$ cat config.mk
export PLATFORM = sky130hd
export DESIGN_NAME = if_prefetch_queue
export DESIGN_NICKNAME = d
export VERILOG_FILES = /design/src/rtl/mips_pkg.sv /design/src/rtl/sync_fifo.sv /design/src/rtl/if_prefetch_queue.sv
export SDC_FILE = /design/constraint.sdc
export NUM_CORES = 1
export LEC_CHECK = 0
export ABC_AREA = 1
export CORE_MARGIN = 4
export CORE_UTILIZATION = 60
export DETAILED_ROUTE_END_ITERATION = 8
export DONT_BUFFER_PORTS = 1
export PLACE_DENSITY = 0.81
export SLEW_MARGIN = 10
export SYNTH_ARGS = -nofsm -noshare
export SYNTH_HDL_FRONTEND = slang
export SYNTH_SLANG_ARGS = --single-unit
$ cat constraint.sdc
create_clock -name clk -period 26.6 [get_ports clk]
set_input_delay 5.32 -clock clk [delete_from_list [all_inputs] [get_ports clk]]
set_output_delay 5.32 -clock clk [all_outputs]
set_load 0.02 [all_outputs]
$ cat src/rtl/mips_pkg.sv
// Shared constants and types for the MIPS instruction-fetch front end.
package mips_pkg;

  localparam int INSTR_W = 32;
  localparam int ADDR_W  = 32;

  localparam logic [ADDR_W-1:0]  PC_STEP          = 32'd4;
  localparam logic [ADDR_W-1:0]  RESET_PC_DEFAULT = 32'h0000_0000;
  localparam logic [INSTR_W-1:0] NOP              = 32'h0000_0000;

  typedef struct packed {
    logic [ADDR_W-1:0]  pc;
    logic [INSTR_W-1:0] instr;
  } fetch_entry_t;

  function automatic logic [ADDR_W-1:0] word_align(input logic [ADDR_W-1:0] addr);
    return {addr[ADDR_W-1:2], 2'b00};
  endfunction

endpackage

$ cat src/rtl/sync_fifo.sv
// Show-ahead FIFO with flush: head entry is visible on head_data whenever count != 0.
module sync_fifo #(
  parameter int WIDTH = 64,
  parameter int DEPTH = 4
) (
  input  logic                   clk,
  input  logic                   rst,
  input  logic                   flush,
  input  logic                   push,
  input  logic [WIDTH-1:0]       push_data,
  input  logic                   pop,
  output logic [WIDTH-1:0]       head_data,
  output logic [$clog2(DEPTH):0] count
);

  localparam int PTR_W = $clog2(DEPTH);

  logic [WIDTH-1:0] mem_q [DEPTH];
  logic [PTR_W-1:0] rd_ptr_q, rd_ptr_d;
  logic [PTR_W-1:0] wr_ptr_q, wr_ptr_d;
  logic [PTR_W:0]   count_q, count_d;
  logic             do_push, do_pop;

  // Flush wins over both push and pop issued in the same cycle.
  always_comb begin
    do_push  = push && !flush;
    do_pop   = pop && !flush && (count_q != '0);
    rd_ptr_d = rd_ptr_q;
    wr_ptr_d = wr_ptr_q;
    count_d  = count_q;
    if (flush) begin
      rd_ptr_d = '0;
      wr_ptr_d = '0;
      count_d  = '0;
    end else begin
      if (do_push) wr_ptr_d = wr_ptr_q + 1'b1;
      if (do_pop)  rd_ptr_d = rd_ptr_q + 1'b1;
      count_d = count_q + {{PTR_W{1'b0}}, do_push} - {{PTR_W{1'b0}}, do_pop};
    end
  end

  always_ff @(posedge clk or posedge rst) begin
    if (rst) begin
      rd_ptr_q <= '0;
      wr_ptr_q <= '0;
      count_q  <= '0;
    end else begin
      rd_ptr_q <= rd_ptr_d;
      wr_ptr_q <= wr_ptr_d;
      count_q  <= count_d;
    end
  end

  for (genvar gi = 0; gi < DEPTH; gi++) begin : g_entry
    always_ff @(posedge clk or posedge rst) begin
      if (rst) begin
        mem_q[gi] <= '0;
      end else if (do_push && (wr_ptr_q == PTR_W'(gi))) begin
        mem_q[gi] <= push_data;
      end
    end
  end

  assign head_data = mem_q[rd_ptr_q];
  assign count     = count_q;

endmodule

$ cat src/rtl/if_prefetch_queue.sv
// Instruction prefetcher: issues sequential reads to a 1-cycle synchronous RAM and
// queues {pc, instr} pairs; a redirect flushes the queue and restarts at the new pc.
module if_prefetch_queue
  import mips_pkg::*;
#(
  parameter int                DEPTH    = 4,
  parameter logic [ADDR_W-1:0] RESET_PC = RESET_PC_DEFAULT
) (
  input  logic               clk,
  input  logic               rst,
  output logic               imem_en,
  output logic [ADDR_W-1:0]  imem_addr,
  input  logic [INSTR_W-1:0] imem_rdata,
  input  logic               redirect_valid,
  input  logic [ADDR_W-1:0]  redirect_pc,
  output logic               instr_valid,
  output logic [INSTR_W-1:0] instr,
  output logic [ADDR_W-1:0]  instr_pc,
  input  logic               instr_ready
);

  localparam int CNT_W = $clog2(DEPTH) + 1;

  logic [ADDR_W-1:0] fetch_pc_q, fetch_pc_d;
  logic [ADDR_W-1:0] inflight_pc_q, inflight_pc_d;
  logic              inflight_q, inflight_d;
  logic              drop_q, drop_d;
  logic [CNT_W-1:0]  count;
  logic [CNT_W:0]    credit_used;
  logic              pop, push, issue;
  fetch_entry_t      push_entry, head_entry;

  assign pop = instr_valid && instr_ready;

  // inflight_q marks that imem_rdata this cycle belongs to inflight_pc_q.
  always_comb begin
    credit_used = {1'b0, count} + (CNT_W+1)'(inflight_q) - (CNT_W+1)'(pop);
    issue       = !rst && !redirect_valid && (credit_used < (CNT_W+1)'(DEPTH));
    push        = inflight_q && !drop_q;
    push_entry  = '{pc: inflight_pc_q, instr: imem_rdata};

    fetch_pc_d    = fetch_pc_q;
    inflight_d    = issue;
    inflight_pc_d = issue ? fetch_pc_q : inflight_pc_q;
    drop_d        = redirect_valid ? inflight_q : 1'b0;
    if (redirect_valid) begin
      fetch_pc_d = word_align(redirect_pc);
    end else if (issue) begin
      fetch_pc_d = fetch_pc_q + PC_STEP;
    end
  end

  always_ff @(posedge clk or posedge rst) begin
    if (rst) begin
      fetch_pc_q    <= RESET_PC;
      inflight_pc_q <= '0;
      inflight_q    <= 1'b0;
      drop_q        <= 1'b0;
    end else begin
      fetch_pc_q    <= fetch_pc_d;
      inflight_pc_q <= inflight_pc_d;
      inflight_q    <= inflight_d;
      drop_q        <= drop_d;
    end
  end

  sync_fifo #(
    .WIDTH ($bits(fetch_entry_t)),
    .DEPTH (DEPTH)
  ) u_fifo (
    .clk       (clk),
    .rst       (rst),
    .flush     (redirect_valid),
    .push      (push),
    .push_data (push_entry),
    .pop       (pop),
    .head_data (head_entry),
    .count     (count)
  );

  assign imem_en     = issue;
  assign imem_addr   = fetch_pc_q;
  assign instr_valid = (count != '0);
  assign instr       = head_entry.instr;
  assign instr_pc    = head_entry.pc;

endmodule

* Yosys cells after proc, flatten, opt, wreduce, memory -nomap -nowiden
Cells that the tools add are included.
** Cells by class
- Add/subtract/negate cells :: 7
- Mux-type cells :: 11
- Bitwise gates (word level) :: 1
- $lt $le $gt $ge :: 2
- Reduce and logical (&&, ||, !) cells :: 19
- Equality and inequality tests :: 3
** Operators with widths (count)
- 64-bit binary-select mux with 2-bit select :: 1
- 64-bit 2-to-1 mux :: 2
- 32-bit 2-to-1 mux :: 2
- 32-bit by 3-bit adder with 32-bit output (second input constant) :: 1
- 1-bit logical AND :: 11
- 2-bit 2-to-1 mux :: 4
- 2-bit nonzero test :: 3
- 2-bit by 1-bit adder with 2-bit output (second input constant) :: 2
- 3-bit by 1-bit adder with 4-bit output :: 1
- 2-bit equality test (second input constant) :: 2
- 4-bit by 3-bit < comparator with 1-bit output (second input constant) :: 1
- 4-bit by 1-bit subtractor with 4-bit output :: 1
- 3-bit by 1-bit adder with 3-bit output :: 1
- 3-bit greater-or-equal comparator (second input constant) :: 1
- 1-bit zero test :: 3
- 3-bit 2-to-1 mux :: 1
- 2-bit NOT with 3-bit output :: 1
- 3-bit nonzero test :: 1
- 3-bit by 1-bit subtractor with 3-bit output :: 1
- 2-bit by 1-bit equality test with 1-bit output (second input constant) :: 1
- 2-bit zero test :: 1
- 1-bit 2-to-1 mux :: 1
** Storage, ports and cells
- Bits in registers :: 329
- Output and inout bits :: 98
- Logic and storage cells :: 54
- Input port bits :: 68

* Logic depth before layout (Yosys ltp)
Gate-level depths: netlist of the first run.
- Word-level depth :: 7
- Depth in mapped cells :: 17
- Mapped depth without buffers :: 16

* Hierarchy
Synthesis of the first run repeated with hierarchy kept, for this count alone.
** Unflattened totals
- Cell total of the unflattened synthesis :: 1969
- Area total of the unflattened synthesis :: 15595.0 um^2
** Modules (own cells, without submodules)
- sync_fifo :: cells each 1439, area each 11910.2 um^2, seq. area each 6581.3 um^2, times used 1
- if_prefetch_queue :: cells each 530, area each 3684.8 um^2, seq. area each 1551.5 um^2, times used 1

* Worst setup path after synthesis of the first run
Ideal clock, no wire load.
- Path kind :: input -> output
- Start :: input instr_ready
- End :: output imem_en
- Setup slack :: 14.633 ns
- Data arrival time :: 6.647 ns
- Path buffers :: 1
- Stages :: 12
- Data required time :: 21.280 ns
- Path through :: nand2_1 inv_1 ha_1 inv_1 ha_1 nand3_1 nand2_1 nand2_1 nand2_1 nand2_1 nor2_4 buf_2
** On the way
- Word-level cells in the longest chain between the ends :: 4
** Ends and longest elaborated chain
- start, declared :: line if_prefetch_queue.sv:19 : input logic instr_ready
- 1-bit logical AND :: line if_prefetch_queue.sv:33 : assign pop = instr_valid && instr_ready;
- 4-bit by 1-bit subtractor with 4-bit output :: line if_prefetch_queue.sv:37 : credit_used = {1'b0, count} + (CNT_W+1)'(inflight_q) - (CNT_W+1)'(pop);
- 4-bit by 3-bit < comparator with 1-bit output :: line if_prefetch_queue.sv:38 : issue = !rst && !redirect_valid && (credit_used < (CNT_W+1)'(DEPTH));
- 1-bit logical AND :: line if_prefetch_queue.sv:38
- end, declared :: line if_prefetch_queue.sv:11 : output logic imem_en,
Every way passes these cells.

* Worst setup path in the final report of the first run
Ends and elaborated chain as after synthesis.

==> results of run 1 <==
==> cell families after synthesis <==
family                   count (synthesis)  synth area share [%]
adder cells (fa/ha/maj)                 11                 0.987
other                                    1                0.0255
buffers and inverters                  228                  7.46
AO/OA/AOI/OAI                          498                  17.6
XOR/XNOR                                 2                 0.119
AND/OR/NAND/NOR                        730                  19.8
multiplexers                             1                0.0766
flip-flops                             317                  53.9
==> cell type report <==
class	instances	share of cell area (%)
clock buffer	54	7.10
timing repair buffer	10	0.555
tap	324	2.57
inverter	112	2.74
clock inverter	6	0.531
multi-input combinational	1246	36.2
sequential	317	50.3
==> routing by layer <==
metal / part of all wire, % / wire length (µm)
met5: 0 / 0
met4: 2.2 / 777
met3: 7.8 / 2770
met2: 46 / 16400
met1: 44 / 15400
==> sequential cells by signal, indices dropped and copies added (netlist names) <==
name             cells
u_fifo.mem_q       248
inflight_q           1
u_fifo.rd_ptr_q      2
drop_q               1
u_fifo.wr_ptr_q      2
u_fifo.count         3
inflight_pc_q       30
imem_addr           30
==> power breakdown <==
| part | internal (mW) | switching [mW] |
|---|---|---|
| Clock | 0.308 | 0.184 |
| Combinational | 0.151 | 0.427 |
| Sequential | 0.607 | 0.111 |
| Total | 1.06 | 0.723 |
==> worst register-to-register path, delay by kind of cell (launching register included) <==
kind	cells	cell delay (ps)
adders and majority gates	2	420
buffers and inverters	4	420
DFF	1	370
and+or+nand+nor	10	1620
==> cells in the final DEF, fill, tap and decap left out, types with 5 or more instances in the layout <==
cell type and count:
a21oi_1 8, buf_4 9, clkbuf_16 37, clkbuf_8 13
dfrtp_1 315, ha_1 10, inv_1 104, inv_2 5
nand2_1 463, nand2_4 5, nand3_1 64, nor2_1 178
nor2_2 5, o21ai_0 385, o21ai_1 35, o22ai_1 62
==> metrics by stage <==
stage,std cells,worst slack (ps),power (mW),utilization [%],hold WS (ps)
6_report,2069,14290,1.79,65.1,478
5_1_grt,2069,14070,1.91,65.1,495
4_1_cts,2069,14260,1.80,65.1,482
3_5_place_dp,2009,14260,1.30,60.1,468
3_3_place_gp,2009,14280,1.27,60.1,460
2_1_floorplan,1791,12510,1.17,-,448
==> final timing paths <==
check	to	slack (ps)	depth (start not counted)
worst min register to register	u_fifo.mem_q[112]	480	2
min in group asynchronous	u_fifo.count[2]	4860	1
worst min-delay path	u_fifo.mem_q[112]	480	2
max in group asynchronous	u_fifo.mem_q[88]	20240	2
worst max register to register	imem_addr[2]	23670	16
worst max-delay path	imem_en	14290	12
==> impl_metrics.csv, run 1 <==
group,metric,value,unit
synthesis,synth_commonest_cells,"nand2_1 (463), o21ai_0 (385), dfrtp_1 (317)",
final_layout,regArea,7940,µm²
timing,fmax,0.0812,GHz
critical_path,crit_chain,"nand2_1 -> inv_1 -> ha_1 -> inv_1 -> ha_1 -> nand3_1 -> nand2_1 -> nand2_1 -> nand2_1 -> nand2_1 -> nor2_4 -> buf_4",
detailed_routing,drtAntennaViolNets,0,
timing,fin_crit_sh,46.3,%
critical_path,critPathTopFamily,"buffers and inverters",
die,dieArea,27100,µm²
timing,setup_viol,0,
final_layout,fin_nets,1800,
global_routing,grt_pass1_vias,11600,
critical_path,cp-start-kind,"input port",
synthesis,post-synth-top-count-cell,"nand2_1",
synthesis,ys_types,35,
detailed_routing,drc,0,
synthesis,syn_inst,1788,
critical_path,crit_path_max_incr_delay,560,ps
clock_tree,htreeDepth,2,
critical_path,worstPathRequired,21280,ps
power,power_leakage,7.50,nW
synthesis,synthArstFlopShare,100,%
critical_path,cpMaxStageDelayCell,"buf_4",
critical_path,r2r-start,"u_fifo.count[2]",
run_status,status,"finished, final reports clean",
final_layout,multi_input_area,5710,µm²
die,io_pins,166,
synthesis,yosysTopAreaCellShare,53.9,%
detailed_routing,drt_wl_total,35400,µm
timing,worstMarginPinSlew,1220,ps
detailed_routing,vias,12100,
clock_tree,clkSinkCount,317,
timing,rsz0062_at_grt,"false",
global_routing,antenna_found_initial,0,
placed_design,dp_hpwl,20700,µm
final_layout,fillers,2017,
critical_path,critPathMostFrequentCell,"nand2_1",
synthesis,seq_area_frac_synth,53.9,%
critical_path,path_max_fanout,74,
placed_design,io_buffers,0,
die,coreArea,24200,µm²
synthesis,synth_area,14700,µm²
global_routing,met2_usage,41.9,%
power,vdd_ir_drop_max,128,µV
global_routing,grt_pass1_wl,58600,µm
critical_path,startpoint,"instr_ready",
synthesis,syn_avg_cell_area,8.23,µm²
clock_tree,cts_tree,"yes",
timing,slew_headroom,18.7,%
clock_tree,cts_resized,0,
clock_tree,post_cts.repair.setup_buffers,0,
hold_path,hp-start,"u_fifo.mem_q[112]",
die,dieHeight,165,µm
timing,fin_tns_setup,0,ps
global_routing,use_met3,5.44,%
die,initial_utilization,60.7,%
final_layout,n_antenna_cell,0,
timing,final_hold_viol_count,0,
synthesis,yosys-top-cells-area,"dfrtp_1 (54%), o21ai_0 (13%), nand2_1 (12%)",
die,rows,57,
critical_path,critPathKind,"in -> out",
clock_tree,ctsLongestPathBuffers,3,
detailed_routing,firstDrtPassIters,5,
synthesis,yosys.area.top_type,"dfrtp_1",
hold_path,hp-class,"reg -> reg",
detailed_routing,dr.first_iter.drc_count,1379,
timing,clock_skew,10.9,ps
global_routing,gr-max-usage-layer,"met2",
placed_design,routabilityCongestion,0.902,
clock_tree,clock_latency,510,ps
detailed_routing,wire_per_inst,17.1,µm
final_layout,syn_to_final_growth,7.26,%
global_routing,grt_overflow,0,
synthesis,yosys_warnings,0,
global_routing,grt_max_degree,180,
run,drv_cap,0,
global_routing,use_met1,37.3,%
final_layout,design_area,15800,µm²
global_routing,grtUsageTotal,26.5,%
detailed_routing,vias_per_cell,5.83,
clock_tree,cts-root-buf,"clkbuf_16",
synthesis,synth-edff-count,0,
clock_tree,cts_buffers,34,
timing,drv_slew,0,
synthesis,yosys_register_bits,317,
power,p_per_area,113,nW/µm²
placed_design,postPlaceCellArea,14600,µm²
critical_path,crit_buf_inv,3,
clock_tree,hold_buffers,0,
die,die_width,165,µm
synthesis,synth_top_flop_cell,"dfrtp_1",
critical_path,critical_path.endpoint_type,"primary output",
timing,fin_crit,12310,ps
clock_tree,clkTransAtPathRegs,60,ps
final_layout,drive_above_1_share,5.62,%
critical_path,cp.arrival,6990,ps
No activity file was read; power rests on OpenSTA's default activity.
==> run 2, diff against run 1 <==
--- a/config.mk
+++ b/config.mk
@@ -5,12 +5,12 @@
 export SDC_FILE = /design/constraint.sdc
 export NUM_CORES = 1
 export LEC_CHECK = 0
-export ABC_AREA = 1
+export ABC_AREA = 0
 export CORE_MARGIN = 4
-export CORE_UTILIZATION = 60
+export CORE_UTILIZATION = 57
 export DETAILED_ROUTE_END_ITERATION = 8
 export DONT_BUFFER_PORTS = 1
-export PLACE_DENSITY = 0.81
+export PLACE_DENSITY = 0.8
 export SLEW_MARGIN = 10
 export SYNTH_ARGS = -nofsm -noshare
 export SYNTH_HDL_FRONTEND = slang
==> constraint.sdc (replaced) <==
create_clock -name clk -period 10.8 [get_ports clk]
set_input_delay 2.16 -clock clk [delete_from_list [all_inputs] [get_ports clk]]
set_output_delay 2.16 -clock clk [all_outputs]
set_load 0.02 [all_outputs]
==> run 2 against run 1 <==
Against the previous run: core utilization down 1.1 points; setup slack got worse by 9400 ps; critical path depth is 4 lower; highest routed layer unchanged.
==> impl_metrics.csv, run 2 <==
group,metric,value,unit
timing,fin_tns_setup,0,ps
die,dieHeight,166,µm
detailed_routing,vias_per_cell,6.15,
timing,fin_crit_sh,54.4,%
global_routing,grt_pass1_wl,48000,µm
synthesis,yosys_register_bits,317,
synthesis,yosys-top-cells-area,"dfrtp_1 (56%), mux2_2 (18%), mux4_2 (9.8%)",
die,die_width,166,µm
hold_path,hp-class,"reg -> reg",
global_routing,grt_overflow,0,
final_layout,finalCoreUtilization,64.0,%
critical_path,critPathTopFamily,"compound AO/OA/AOI/OAI gates",
timing,worstMarginPinSlew,973,ps
critical_path,critPathKind,"in -> out",
placed_design,routabilityCongestion,0.882,
synthesis,yosys.area.top_type,"dfrtp_1",
die,rows,57,
detailed_routing,drc,0,
detailed_routing,vias,7957,
critical_path,crit_path_max_incr_delay,450,ps
critical_path,path_max_fanout,13,
clock_tree,cts-root-buf,"clkbuf_16",
die,coreArea,24500,µm²
final_layout,regMostFlops,"u_fifo.mem_q",
placed_design,dp_hpwl,18400,µm
clock_tree,cts_resized,0,
die,io_pins,166,
final_layout,largest_reg_flops,248,
detailed_routing,dr_wl_met2,13900,µm
critical_path,crit_buf_inv,2,
power,p_per_area,259,nW/µm²
detailed_routing,dr.first_iter.drc_count,598,
clock_tree,post_cts.repair.setup_buffers,0,
detailed_routing,top_layer_used,"met4",
global_routing,grt_max_degree,172,
placed_design,postPlaceCellArea,14500,µm²
power,total_power,4.06,mW
hold_path,min_path_cells,1,
clock_tree,hold_buffers,0,
synthesis,synth_top_flop_cell,"dfrtp_1",
detailed_routing,wire_per_inst,22.6,µm
die,dieArea,27600,µm²
global_routing,antenna_found_initial,0,
critical_path,cpMaxStageDelayCell,"o21a_1",
clock_tree,clkSinkCount,317,
synthesis,synth_commonest_cells,"dfrtp_1 (317), mux2_2 (222), mux4_2 (62)",
synthesis,yosys_warnings,0,
final_layout,final_common_cell,"dfrtp_1",
critical_path,path_depth,8,
detailed_routing,drt_wl_total,29200,µm
clock_tree,htreeDepth,2,
timing,holdWs,479,ps
die,initial_utilization,58.2,%
clock_tree,cts_tree,"yes",
synthesis,seq_area_frac_synth,55.7,%
placed_design,io_buffers,0,
timing,clock_skew,11.8,ps
timing,drv_slew,0,
synthesis,syn_inst,957,
detailed_routing,wl_met3,2150,µm
final_layout,n_antenna_cell,0,
clock_tree,clock_latency,500,ps
critical_path,cp.arrival,3710,ps
timing,rsz0062_at_grt,"false",
timing,setup_viol,0,
synthesis,yosysTopAreaCellShare,55.7,%
synthesis,syn_avg_cell_area,14.9,µm²
synthesis,synth-edff-count,0,
synthesis,post-synth-top-count-cell,"dfrtp_1",
timing,fin_crit,5870,ps
critical_path,cp-start-kind,"input port",
critical_path,crit_chain,"and2_1 -> ha_1 -> inv_1 -> ha_1 -> and3b_4 -> o21a_1 -> o21ai_4 -> inv_1",
synthesis,ys_types,48,
power,vdd_ir_drop_max,153,µV
critical_path,worstPathRequired,8640,ps
power,power_leakage,6.94,nW
detailed_routing,wl_met1,12600,µm
final_layout,fin_nets,1024,
timing,fmax,0.170,GHz
timing,slew_headroom,35.1,%
critical_path,critical_path.endpoint_type,"primary output",
clock_tree,clkTransAtPathRegs,60,ps
run_status,status,"finished, final reports clean",
clock_tree,ctsLongestPathBuffers,3,
final_layout,syn_to_final_growth,9.94,%
synthesis,synth_area,14200,µm²
run,drv_cap,0,
clock_tree,cts_buffers,35,
final_layout,drive_above_1_share,37.2,%
synthesis,synthArstFlopShare,100,%
final_layout,layout_common_cells,"dfrtp_1 (315), mux2_2 (222), mux4_2 (62)",
timing,final_hold_viol_count,0,
detailed_routing,firstDrtPassIters,4,
detailed_routing,drtAntennaViolNets,0,
global_routing,grtUsageTotal,21.4,%
critical_path,reg2reg_depth,10,
final_layout,design_area,15600,µm²
global_routing,grt_pass1_vias,8505,
## run 2: cell count changes after synthesis, sizes merged, moves of 9 or more
cell,before,now
xor2,2,11
nand2,472,34
o21ai,420,23
mux4,0,62
clkbuf,58,46
nor2,187,17
mux2,1,282
nand3,65,13
xnor2,0,10
or3,0,9
and3,0,12
inv,110,12
buf,58,17
o22ai,62,0
## run 2: power by group
part,switching (mW),leakage (nW),internal (mW),total (mW)
Clock,0.451,0.553,0.693,1.14
Combinational,0.605,2.26,0.525,1.13
Sequential,0.272,4.13,1.51,1.78
## run 2: cells by family after synthesis
family / synth area share [%]
DFF: 55.7
buffers and inverters: 2.14
AOI/OAI and AO/OA: 2.86
muxes: 32.2
other: 0.0263
and+or+nand+nor: 4.75
adders and majority gates: 1.02
xor gates and xnor gates: 1.29
## run 2: final timing paths
check,slack (ps),endpoint,start
worst max-delay path,4930,imem_en,instr_ready
worst min-delay path,480,u_fifo.mem_q[176],u_fifo.mem_q[176]
worst max register to register,7190,imem_addr[29],u_fifo.count[1]
worst min register to register,480,u_fifo.mem_q[176],u_fifo.mem_q[176]
max in group asynchronous,7420,u_fifo.mem_q[2],rst
min in group asynchronous,1850,imem_addr[30],rst
## run 2: stage by stage
stage	worst slack [ps]	cells
floorplan	2610	960
global placement	4930	1232
detailed placement	4940	1232
CTS	4930	1293
global route	4790	1293
finish	4930	1293
## run 2: layout make-up
class,instances,area (µm²)
Fill cell,1743,8810
Sequential cell,317,7940
Multi-Input combinational cell,568,6030
Clock buffer,55,1090
Tap cell,324,405
Timing Repair Buffer,11,95.1
Inverter,12,48.8
Clock inverter,6,35.0
## run 2: metal layers
metal | vias to the layer above | track usage (%)
met5 | - | 0
met4 | 0 | 5.31
met2 | 213 | 34.2
met3 | 49 | 5.67
met1 | 4160 | 29.8
li1 | 3535 | -
## run 2: worst reg2reg max path, stage by stage, from the launching register on
cell,delay [ps]
dfrtp_1,420
or3_1,520
and2_1,250
ha_1,190
inv_1,50
ha_1,210
and3b_4,190
or4_1,630
a211o_1,460
and3_1,250
or3_1,330
